[src/rtl/stack_pkg.sv]
// Shared definitions for the recursion frame stack: frame field layout,
// default depth and push/pop operation decode.
package stack_pkg;

    localparam int unsigned N_MSB         = 7;
    localparam int unsigned N_LSB         = 4;
    localparam int unsigned K_MSB         = 3;
    localparam int unsigned K_LSB         = 0;
    localparam int unsigned DEFAULT_DEPTH = 16;

    typedef enum logic [1:0] {
        OP_NONE,
        OP_PUSH,
        OP_POP,
        OP_REPLACE
    } op_e;

    // Push+pop on a non-empty stack overwrites the top; on an empty stack it is a plain push.
    function automatic op_e decode_op(logic push, logic pop, logic empty);
        op_e op;
        op = OP_NONE;
        if (push && pop) begin
            op = empty ? OP_PUSH : OP_REPLACE;
        end else if (push) begin
            op = OP_PUSH;
        end else if (pop) begin
            op = OP_POP;
        end
        return op;
    endfunction

endpackage

[src/rtl/stack_regfile.sv]
// Register array holding the frames below the top of the stack.
// One synchronous write port, one combinational read port, contents not reset.
module stack_regfile #(
    parameter int unsigned ENTRIES = 15,
    parameter int unsigned FRAME_W = 8,
    parameter int unsigned AW      = 4
) (
    input  logic               clk,
    input  logic               we,
    input  logic [AW-1:0]      waddr,
    input  logic [FRAME_W-1:0] wdata,
    input  logic [AW-1:0]      raddr,
    output logic [FRAME_W-1:0] rdata
);

    logic [FRAME_W-1:0] mem [ENTRIES];

    always_ff @(posedge clk) begin
        if (we) begin
            mem[waddr] <= wdata;
        end
    end

    always_comb begin
        rdata = '0;
        if (int'(raddr) < ENTRIES) begin
            rdata = mem[raddr];
        end
    end

endmodule

[src/rtl/recursion_stack.sv]
// LIFO frame stack for the recursive-evaluation datapath: registered top frame,
// depth/high-water tracking and sticky overflow/underflow flags.
module recursion_stack
    import stack_pkg::*;
#(
    parameter int unsigned DEPTH   = DEFAULT_DEPTH,
    parameter int unsigned FRAME_W = 8,
    parameter int unsigned CNT_W   = $clog2(DEPTH + 1)
) (
    input  logic               clk,
    input  logic               rst,
    input  logic               clear,
    input  logic               push,
    input  logic               pop,
    input  logic [FRAME_W-1:0] push_data,
    output logic [FRAME_W-1:0] top_data,
    output logic               empty,
    output logic               full,
    output logic [CNT_W-1:0]   depth,
    output logic [CNT_W-1:0]   high_water,
    output logic               overflow,
    output logic               underflow
);

    localparam int unsigned ENTRIES = DEPTH - 1;
    localparam int unsigned AW      = (ENTRIES > 1) ? $clog2(ENTRIES) : 1;

    logic [FRAME_W-1:0] top_q, top_d;
    logic [CNT_W-1:0]   depth_q, depth_d;
    logic [CNT_W-1:0]   hw_q, hw_d;
    logic               ovf_q, ovf_d;
    logic               unf_q, unf_d;

    logic               we;
    logic [AW-1:0]      waddr, raddr;
    logic [FRAME_W-1:0] rdata;
    op_e                op;

    assign empty = (depth_q == '0);
    assign full  = (depth_q == CNT_W'(DEPTH));

    // Old top spills to mem[depth-1]; frame under the top lives at mem[depth-2].
    assign waddr = AW'(depth_q - CNT_W'(1));
    assign raddr = AW'(depth_q - CNT_W'(2));
    assign op    = decode_op(push, pop, empty);

    stack_regfile #(
        .ENTRIES (ENTRIES),
        .FRAME_W (FRAME_W),
        .AW      (AW)
    ) u_regfile (
        .clk   (clk),
        .we    (we),
        .waddr (waddr),
        .wdata (top_q),
        .raddr (raddr),
        .rdata (rdata)
    );

    always_comb begin
        top_d   = top_q;
        depth_d = depth_q;
        ovf_d   = ovf_q;
        unf_d   = unf_q;
        we      = 1'b0;
        if (clear) begin
            top_d   = '0;
            depth_d = '0;
            ovf_d   = 1'b0;
            unf_d   = 1'b0;
        end else begin
            unique case (op)
                OP_PUSH: begin
                    if (full) begin
                        ovf_d = 1'b1;
                    end else begin
                        we      = !empty;
                        top_d   = push_data;
                        depth_d = depth_q + CNT_W'(1);
                    end
                end
                OP_POP: begin
                    if (empty) begin
                        unf_d = 1'b1;
                    end else begin
                        top_d   = (depth_q == CNT_W'(1)) ? '0 : rdata;
                        depth_d = depth_q - CNT_W'(1);
                    end
                end
                OP_REPLACE: top_d = push_data;
                default: ;
            endcase
        end
        hw_d = clear ? '0 : ((depth_d > hw_q) ? depth_d : hw_q);
    end

    always_ff @(posedge clk or negedge rst) begin
        if (!rst) begin
            top_q   <= '0;
            depth_q <= '0;
            hw_q    <= '0;
            ovf_q   <= 1'b0;
            unf_q   <= 1'b0;
        end else begin
            top_q   <= top_d;
            depth_q <= depth_d;
            hw_q    <= hw_d;
            ovf_q   <= ovf_d;
            unf_q   <= unf_d;
        end
    end

    assign top_data   = top_q;
    assign depth      = depth_q;
    assign high_water = hw_q;
    assign overflow   = ovf_q;
    assign underflow  = unf_q;

endmodule

[config.mk]
export PLATFORM = sky130hd
export DESIGN_NAME = recursion_stack
export DESIGN_NICKNAME = d
export VERILOG_FILES = /design/src/rtl/stack_pkg.sv /design/src/rtl/stack_regfile.sv /design/src/rtl/recursion_stack.sv
export SDC_FILE = /design/constraint.sdc
export NUM_CORES = 1
export LEC_CHECK = 0
export CORE_ASPECT_RATIO = 1.1
export CORE_MARGIN = 2
export CORE_UTILIZATION = 54
export DETAILED_ROUTE_END_ITERATION = 8
export PLACE_DENSITY = 0.73
export SLEW_MARGIN = 25
export SYNTH_ARGS = -nofsm -noshare
export SYNTH_HDL_FRONTEND = slang
export SYNTH_SLANG_ARGS = --single-unit
[constraint.sdc]
create_clock -name clk -period 4.48 [get_ports clk]
set_clock_uncertainty 0.2 [all_clocks]
set_input_delay 0.448 -clock clk [delete_from_list [all_inputs] [get_ports clk]]
set_output_delay 0.448 -clock clk [all_outputs]
set_load 0.01 [all_outputs]
==> results.yml <==
run_status:
  run_status: "complete, no violations"
place:
  globalplace.congestion: 0.881
  placedCellCount: 552
  dp.final_hpwl_um: 8260
  numPortBuffers: 34
  placed_area_mm2: 0.00655
detailed_routing:
  detail-route-antenna-nets: 0
  routed_wire_length_per_instance_um: 22.6
  drc: 0
  routed_wirelength_um: 13200
  initialDrtViolationCount: 298
  drt_pass1_iterations: 5
  via_count: 3556
  vias_per_cell: 6.08
clock_network:
  cts-resized-gates: 0
  inserted_clock_buffers: 17
  clk_path_buf_depth: 2
  cts.htree.levels: 4
  worst_skew_pair_latency_ps: 420
  path_clk_slew_ps: 60
  buffer_count_from_post_cts_setup_fixing: 0
  tritoncts_clock_tree: "done"
  cts_num_sinks: 140
  cts.root.buffer_cell: "clkbuf_16"
setup_path:
  crit_chain: "inv_2 > ha_1 > or4b_4 > clkinv_4 > nor2_1 > a32o_1 > o32ai_1 > nor2_1 > ha_1 > o21a_1 > o31ai_1 > a21oi_1 > buf_4 > nand3_1 > o221ai_1"
  crit_path_top_delay_cell: "or4b_4"
  setup.worst_path.end_class: "flip-flop"
  timing.critical_path.fanout_max: 9
  crit_required_ps: 4600
  worst_setup_path_start_kind: "flip-flop"
  critical_path_class: "reg -> reg"
  arrival_worst_endpoint_ps: 3800
  critical-path-max-stage-delay_ps: 540
global_route:
  antenna_found_initial: 0
  grt_pass1_vias: 3606
  grt-ovfl-total: 0
  grtUsageTotal: 0.234
  grt_first_pass_wirelength_um: 20300
  grt_start_max_net_pins: 39
sta:
  final_slew_viol_count: 0
  min_period_ps: 3670
  setup_failing_eps_final: 0
  fraction_of_the_cycle_the_final_worst_path_needs: 0.820
  timing_worst_slew_pin_value_ps: 1050
  timing.max_slew.rel_slack: 0.298
  rsz0062_at_grt: "false"
  achievable-frequency_ghz: 0.272
  hold_viol: 0
  tns_ps: 0
floorplan:
  initial_utilization: 0.554
  die_outline_area_mm2: 0.0121
  die_y_um: 115
  core_area_mm2: 0.0110
  std_cell_rows: 40
  top_level_ports: 35
  fp.dieW_um: 105
logic_synthesis:
  yosysWarnings: 0
  synth_nets: 408
  synth.lib_cells_used.distinct: 51
  synth.cell_area_mm2: 0.00607
  syn_area_per_cell_um2: 15.9
  dominantRegCellSynth: "edfxtp_1"
  ys_seq_area_frac: 0.676
  syn-instance-count: 382
  asyncSetResetFlopFracSynth: 0.143
  synth-edff-count: 120
  synth_seq_cells: 140
final_layout:
  final_cell_mix: "edfxtp_1 (120), nor2_1 (34), clkdlybuf4s50_1 (33)"
  antenna-diode-count: 0
  fillers: 760
  multiInputGateArea_mm2: 0.00181
  layout.nets: 451
  syn_to_final_growth_pct: 17.3
  final_instance_count_without_filler_cells: 585
  post_route_cells_drive_above_1_share: 0.183
  postLayoutCoreUtil: 0.649
  stdcell_area_mm2: 0.00712
  most_common_cell_after_layout_fill_and_taps_aside: "edfxtp_1"
  layout.area.seq_mm2: 0.00411
hold_path:
  holdCritPathClass: "reg -> reg"
pwr:
  clock_power_share: 0.288
  power_leakage_nw: 2.45
  intPower_mw: 3.08
  switching_share: 0.330
  power.density_cell_area_mw_per_mm2: 646
  switchingPower_mw: 1.52
  comb_pwr_share: 0.341
  seqPwrFrac: 0.371
  vdd.ir_drop.worst_mv: 0.306
run:
  drv.max_cap_violation_count: 0
synthesized netlist by cell type (all sizes together) (3+ instances only):
library cell | instances | area share
clkbuf | 9 | 0.0056
nor2 | 34 | 0.021
a22oi | 8 | 0.0099
a21boi | 3 | 0.0037
edfxtp | 120 | 0.59
ha | 13 | 0.027
o22ai | 3 | 0.0031
xnor2 | 4 | 0.0058
dfrtp | 20 | 0.082
a211oi | 10 | 0.012
inv | 11 | 0.0068
mux4 | 24 | 0.089
nand2 | 19 | 0.012
buf | 9 | 0.010
nand3 | 5 | 0.0041
or2 | 9 | 0.0093
o221ai | 9 | 0.013
mux2i | 17 | 0.028
a21oi | 16 | 0.014
o21ai | 7 | 0.0070
sequential cells by signal (all words and copies together), names as in the netlist:
register	cells
u_regfile.mem	120
overflow	1
underflow	1
depth	5
high_water	5
top_data	8
timing repair:
item,CTS,global route
endpoints found under the setup margin,0,0
endpoints found under the hold margin,0,20
hold buffers,0,1
final cells by class:
class	count	share of cell area
Clock buffer	21	0.0619
Clock inverter	11	0.0169
Inverter	13	0.00756
Multi-Input combinational cell	211	0.255
Sequential cell	140	0.577
Tap cell	147	0.0258
Timing Repair Buffer	42	0.0559
per-stage QoR:
stage | hold slack (ps) | setup WS [ps] | total power [mW]
floorplan | -47.6 | 282 | 2.71
global placement | 292 | 822 | 3.27
detailed placement | 294 | 817 | 3.29
CTS | 308 | 793 | 4.62
global route | 325 | 480 | 4.82
finish | 298 | 807 | 4.60
power groups by stage:
| stage | clock (mW) | combinational, mW | sequential (mW) |
|---|---|---|---|
| 2_1_floorplan | 0 | 1.02 | 1.69 |
| 3_3_place_gp | 0 | 1.54 | 1.72 |
| 3_5_place_dp | 0 | 1.55 | 1.73 |
| 4_1_cts | 1.34 | 1.57 | 1.71 |
| 5_1_grt | 1.40 | 1.69 | 1.72 |
| 6_report | 1.32 | 1.57 | 1.71 |
worst max-delay path, delay by kind of cell (launching register included):
kind | cells | cell delay, ps
AOI/OAI and AO/OA | 6 | 1030
adders and majority gates | 2 | 630
buffers and inverters | 3 | 490
DFF | 1 | 410
and+or+nand+nor | 4 | 800
final timing paths:
path / start / depth (start not counted) / endpoint / slack (ps)
setup / recovery: depth[0]$_DFF_PN0_ / 15 / high_water[0]$_DFFE_PN0P_ / 810
hold reg to reg: underflow$_DFFE_PN0P_ / 2 / underflow$_DFFE_PN0P_ / 300
max in group asynchronous: rst / 2 / depth[0]$_DFF_PN0_ / 3350
min in group asynchronous: rst / 2 / underflow$_DFFE_PN0P_ / 340
hold / removal: underflow$_DFFE_PN0P_ / 2 / underflow$_DFFE_PN0P_ / 300
setup reg to reg: depth[0]$_DFF_PN0_ / 15 / high_water[0]$_DFFE_PN0P_ / 810
per-layer routing:
metal | part of all wire | routed length (um) | GRT usage
met5 | 0 | 0 | 0
met4 | 0.036 | 470 | 0.122
met1 | 0.41 | 5430 | 0.304
met2 | 0.49 | 6490 | 0.378
met3 | 0.062 | 820 | 0.0465
cells by family after synthesis:
family | count (synthesis) | synth area share
flops | 140 | 0.676
simple gates | 83 | 0.0658
compound gates | 67 | 0.0788
mux | 42 | 0.119
buf+inv | 31 | 0.0245
fa+ha+maj | 13 | 0.0268
xor+xnor | 6 | 0.00866
No activity file was read; power rests on OpenSTA's default activity.
==> patch: new RTL, config.mk and constraints unchanged <==
`FRAME_W` is set to 8 in 2 places; all go to 12.
--- a/src/rtl/stack_regfile.sv
+++ b/src/rtl/stack_regfile.sv
@@ -4,3 +4,3 @@
     parameter int unsigned ENTRIES = 15,
-    parameter int unsigned FRAME_W = 8,
+    parameter int unsigned FRAME_W = 12,
     parameter int unsigned AW      = 4
--- a/src/rtl/recursion_stack.sv
+++ b/src/rtl/recursion_stack.sv
@@ -6,3 +6,3 @@
     parameter int unsigned DEPTH   = DEFAULT_DEPTH,
-    parameter int unsigned FRAME_W = 8,
+    parameter int unsigned FRAME_W = 12,
     parameter int unsigned CNT_W   = $clog2(DEPTH + 1)
Ports: changed (resized push_data and top_data); port bits go from 35 to 43. The function was not compared with the original's and may differ.
==> patch against the unedited design <==
Total power is 34% higher; non-clock buffer count is 26 higher; sequential cell count is 64 higher; global-route usage is 0.76 points lower; routed wire length is 45% higher; first-iteration DRC count is 90% higher; area after synthesis is 42% higher; cell count is 44% higher; worst setup slack better by 0.0091 ns; final area is 42% higher; highest routed layer unchanged.
==> patch: results (changes against the unedited design) <==
[outcome]
status = finished, final reports clean  ; unchanged

[yosys]
synth-xor-area-share_pct = 0.811  ; was 0.866%
synth_nets = 597  ; was 408
synth_compound_area_share_pct = 7.43  ; was 7.88%
async_flop_share_pct = 11.8  ; was 14.3%
synthMuxAreaShare_pct = 10.8  ; was 11.9%
ys_seq_area_share_pct = 69.5  ; was 67.6%
synth-edff-count = 180  ; was 120
synth.distinct_cells = 52  ; was 51
synthTopCellsByArea = edfxtp_1, dfrtp_1, mux4_2  ; was edfxtp_1, mux4_2, dfrtp_1
synthAdderAreaFrac_pct = 1.88  ; was 2.68%
ys_top_cells_by_count = edfxtp_1, nand2_1, nor2_1  ; was edfxtp_1, nor2_1, mux4_2

[place]
place_area_mm2 = 0.00937  ; was 0.00655 mm²
port_buffers = 42  ; was 34
gp_congestion = 0.929  ; was 0.881
place.detailed.hpwl_um = 11600  ; was 8260 µm

[route]
drt_iter0_drc = 565  ; was 298
wl_met1_um = 7710  ; was 5430 µm
met2_length_um = 9240  ; was 6490 µm
routedWlPerCell_um = 22.7  ; was 22.6 µm
routed.top_layer = met4  ; unchanged
routed_via_density = 6.03  ; was 6.08
routed-wl-met3_um = 1470  ; was 820 µm

[clock_network]
clkLatencyLatePin_ns = 0.50  ; was 0.42 ns
clock_path_buffers = 3  ; was 2
root_buffer = clkbuf_16  ; unchanged
numCtsBuffers = 21  ; was 17
cts_setup_buffers = 0  ; unchanged
ctsHtreeMaxLevel = 1  ; was 4

[final_layout]
largest_reg_flops = 180  ; was 120
top_register = u_regfile.mem  ; unchanged
drive_gt1_share_pct = 14.4  ; was 18.3%
nFillCells = 1096  ; was 760
fin_nets = 656  ; was 451

[critical_path]
crit_type = reg -> reg  ; unchanged
r2r-start = depth[1]$_DFF_PN0_  ; was depth[0]$_DFF_PN0_
cp.arrival_ns = 3.87  ; was 3.80 ns
worstPathMaxFanout = 16  ; was 9
reg2regPathDepth = 13  ; was 15

[grt]
grt_pass1_wl_um = 29400  ; was 20300 µm
grt_max_degree = 47  ; was 39
grtUsageTotal_pct = 22.6  ; was 23.4%
grt_pass1_vias = 5105  ; was 3606

[pwr]
p_leak_nw = 3.44  ; was 2.45 nW
p_per_area_mw_per_mm2 = 609  ; was 646 mW/mm²
ir_drop_mv = 0.288  ; was 0.306 mV

[hold_path]
hold_class = in -> async  ; was reg -> reg

[timing]
worst_pin_slew_ns = 0.963  ; was 1.05 ns

patch: how the worst min path moves through the flow:
| stage | from | end | slack (ns) | cells after the start |
|---|---|---|---|---|
| floorplan | rst | depth[0]$_DFF_PN0_ | -0.05 | 0 |
| global placement | overflow$_DFFE_PN0P_ | overflow$_DFFE_PN0P_ | 0.28 | 2 |
| detailed placement | underflow$_DFFE_PN0P_ | underflow$_DFFE_PN0P_ | 0.29 | 2 |
| CTS | rst | overflow$_DFFE_PN0P_ | 0.13 | 2 |
| global route | rst | overflow$_DFFE_PN0P_ | 0.15 | 2 |
| finish | rst | overflow$_DFFE_PN0P_ | 0.13 | 2 |
patch: power by group:
| part | switching, W | internal [W] | total, W |
|---|---|---|---|
| Sequential | 0.000241 | 0.00232 | 0.00256 |
| Combinational | 0.00101 | 0.000783 | 0.00179 |
| Clock | 0.000697 | 0.00109 | 0.00179 |
| Total | 0.00195 | 0.00419 | 0.00614 |
patch: kinds of logic after synthesis:
group	Yosys count
AO/OA/AOI/OAI	96
XOR/XNOR	8
adder cells (fa/ha/maj)	13
buffers and inverters	42
flip-flops	204
multiplexers	63
AND/OR/NAND/NOR	141
patch: metrics by stage:
step | cells | total power [W] | hold WS [ns] | setup slack (ns)
after global placement | 803 | 0.00434 | 0.284 | 0.777
after CTS | 841 | 0.00617 | 0.130 | 0.802
after global routing | 841 | 0.00642 | 0.153 | 0.528
after detailed placement | 803 | 0.00439 | 0.294 | 0.671
after floorplan | 567 | 0.00376 | -0.0476 | 0.401
final | 841 | 0.00614 | 0.125 | 0.816
patch: layer usage:
metal  global-route usage [%]  vias to the layer above
met1                     29.4                     2525
met2                     37.9                      213
met4                     9.05                        0
li1                         -                     2281
met3                     4.50                       51
met5                        0                        -
patch: layout make-up:
type | instances | area share (%)
inverter | 10 | 0.372
sequential | 204 | 59.6
timing repair buffer | 68 | 6.10
clock inverter | 8 | 1.23
clock buffer | 30 | 5.84
multi-input combinational | 321 | 24.4
tap | 200 | 2.48
patch: worst max-delay path, stage by stage, from the launching register on:
cell,delay [ns]
dfrtp_1,0.38
inv_1,0.08
buf_4,0.27
ha_1,0.24
a21boi_0,0.35
xor2_1,0.29
o32a_1,0.22
and3_1,0.19
ha_1,0.27
a211oi_1,0.29
a21oi_1,0.11
buf_4,0.17
or3b_2,0.45
o31ai_2,0.07
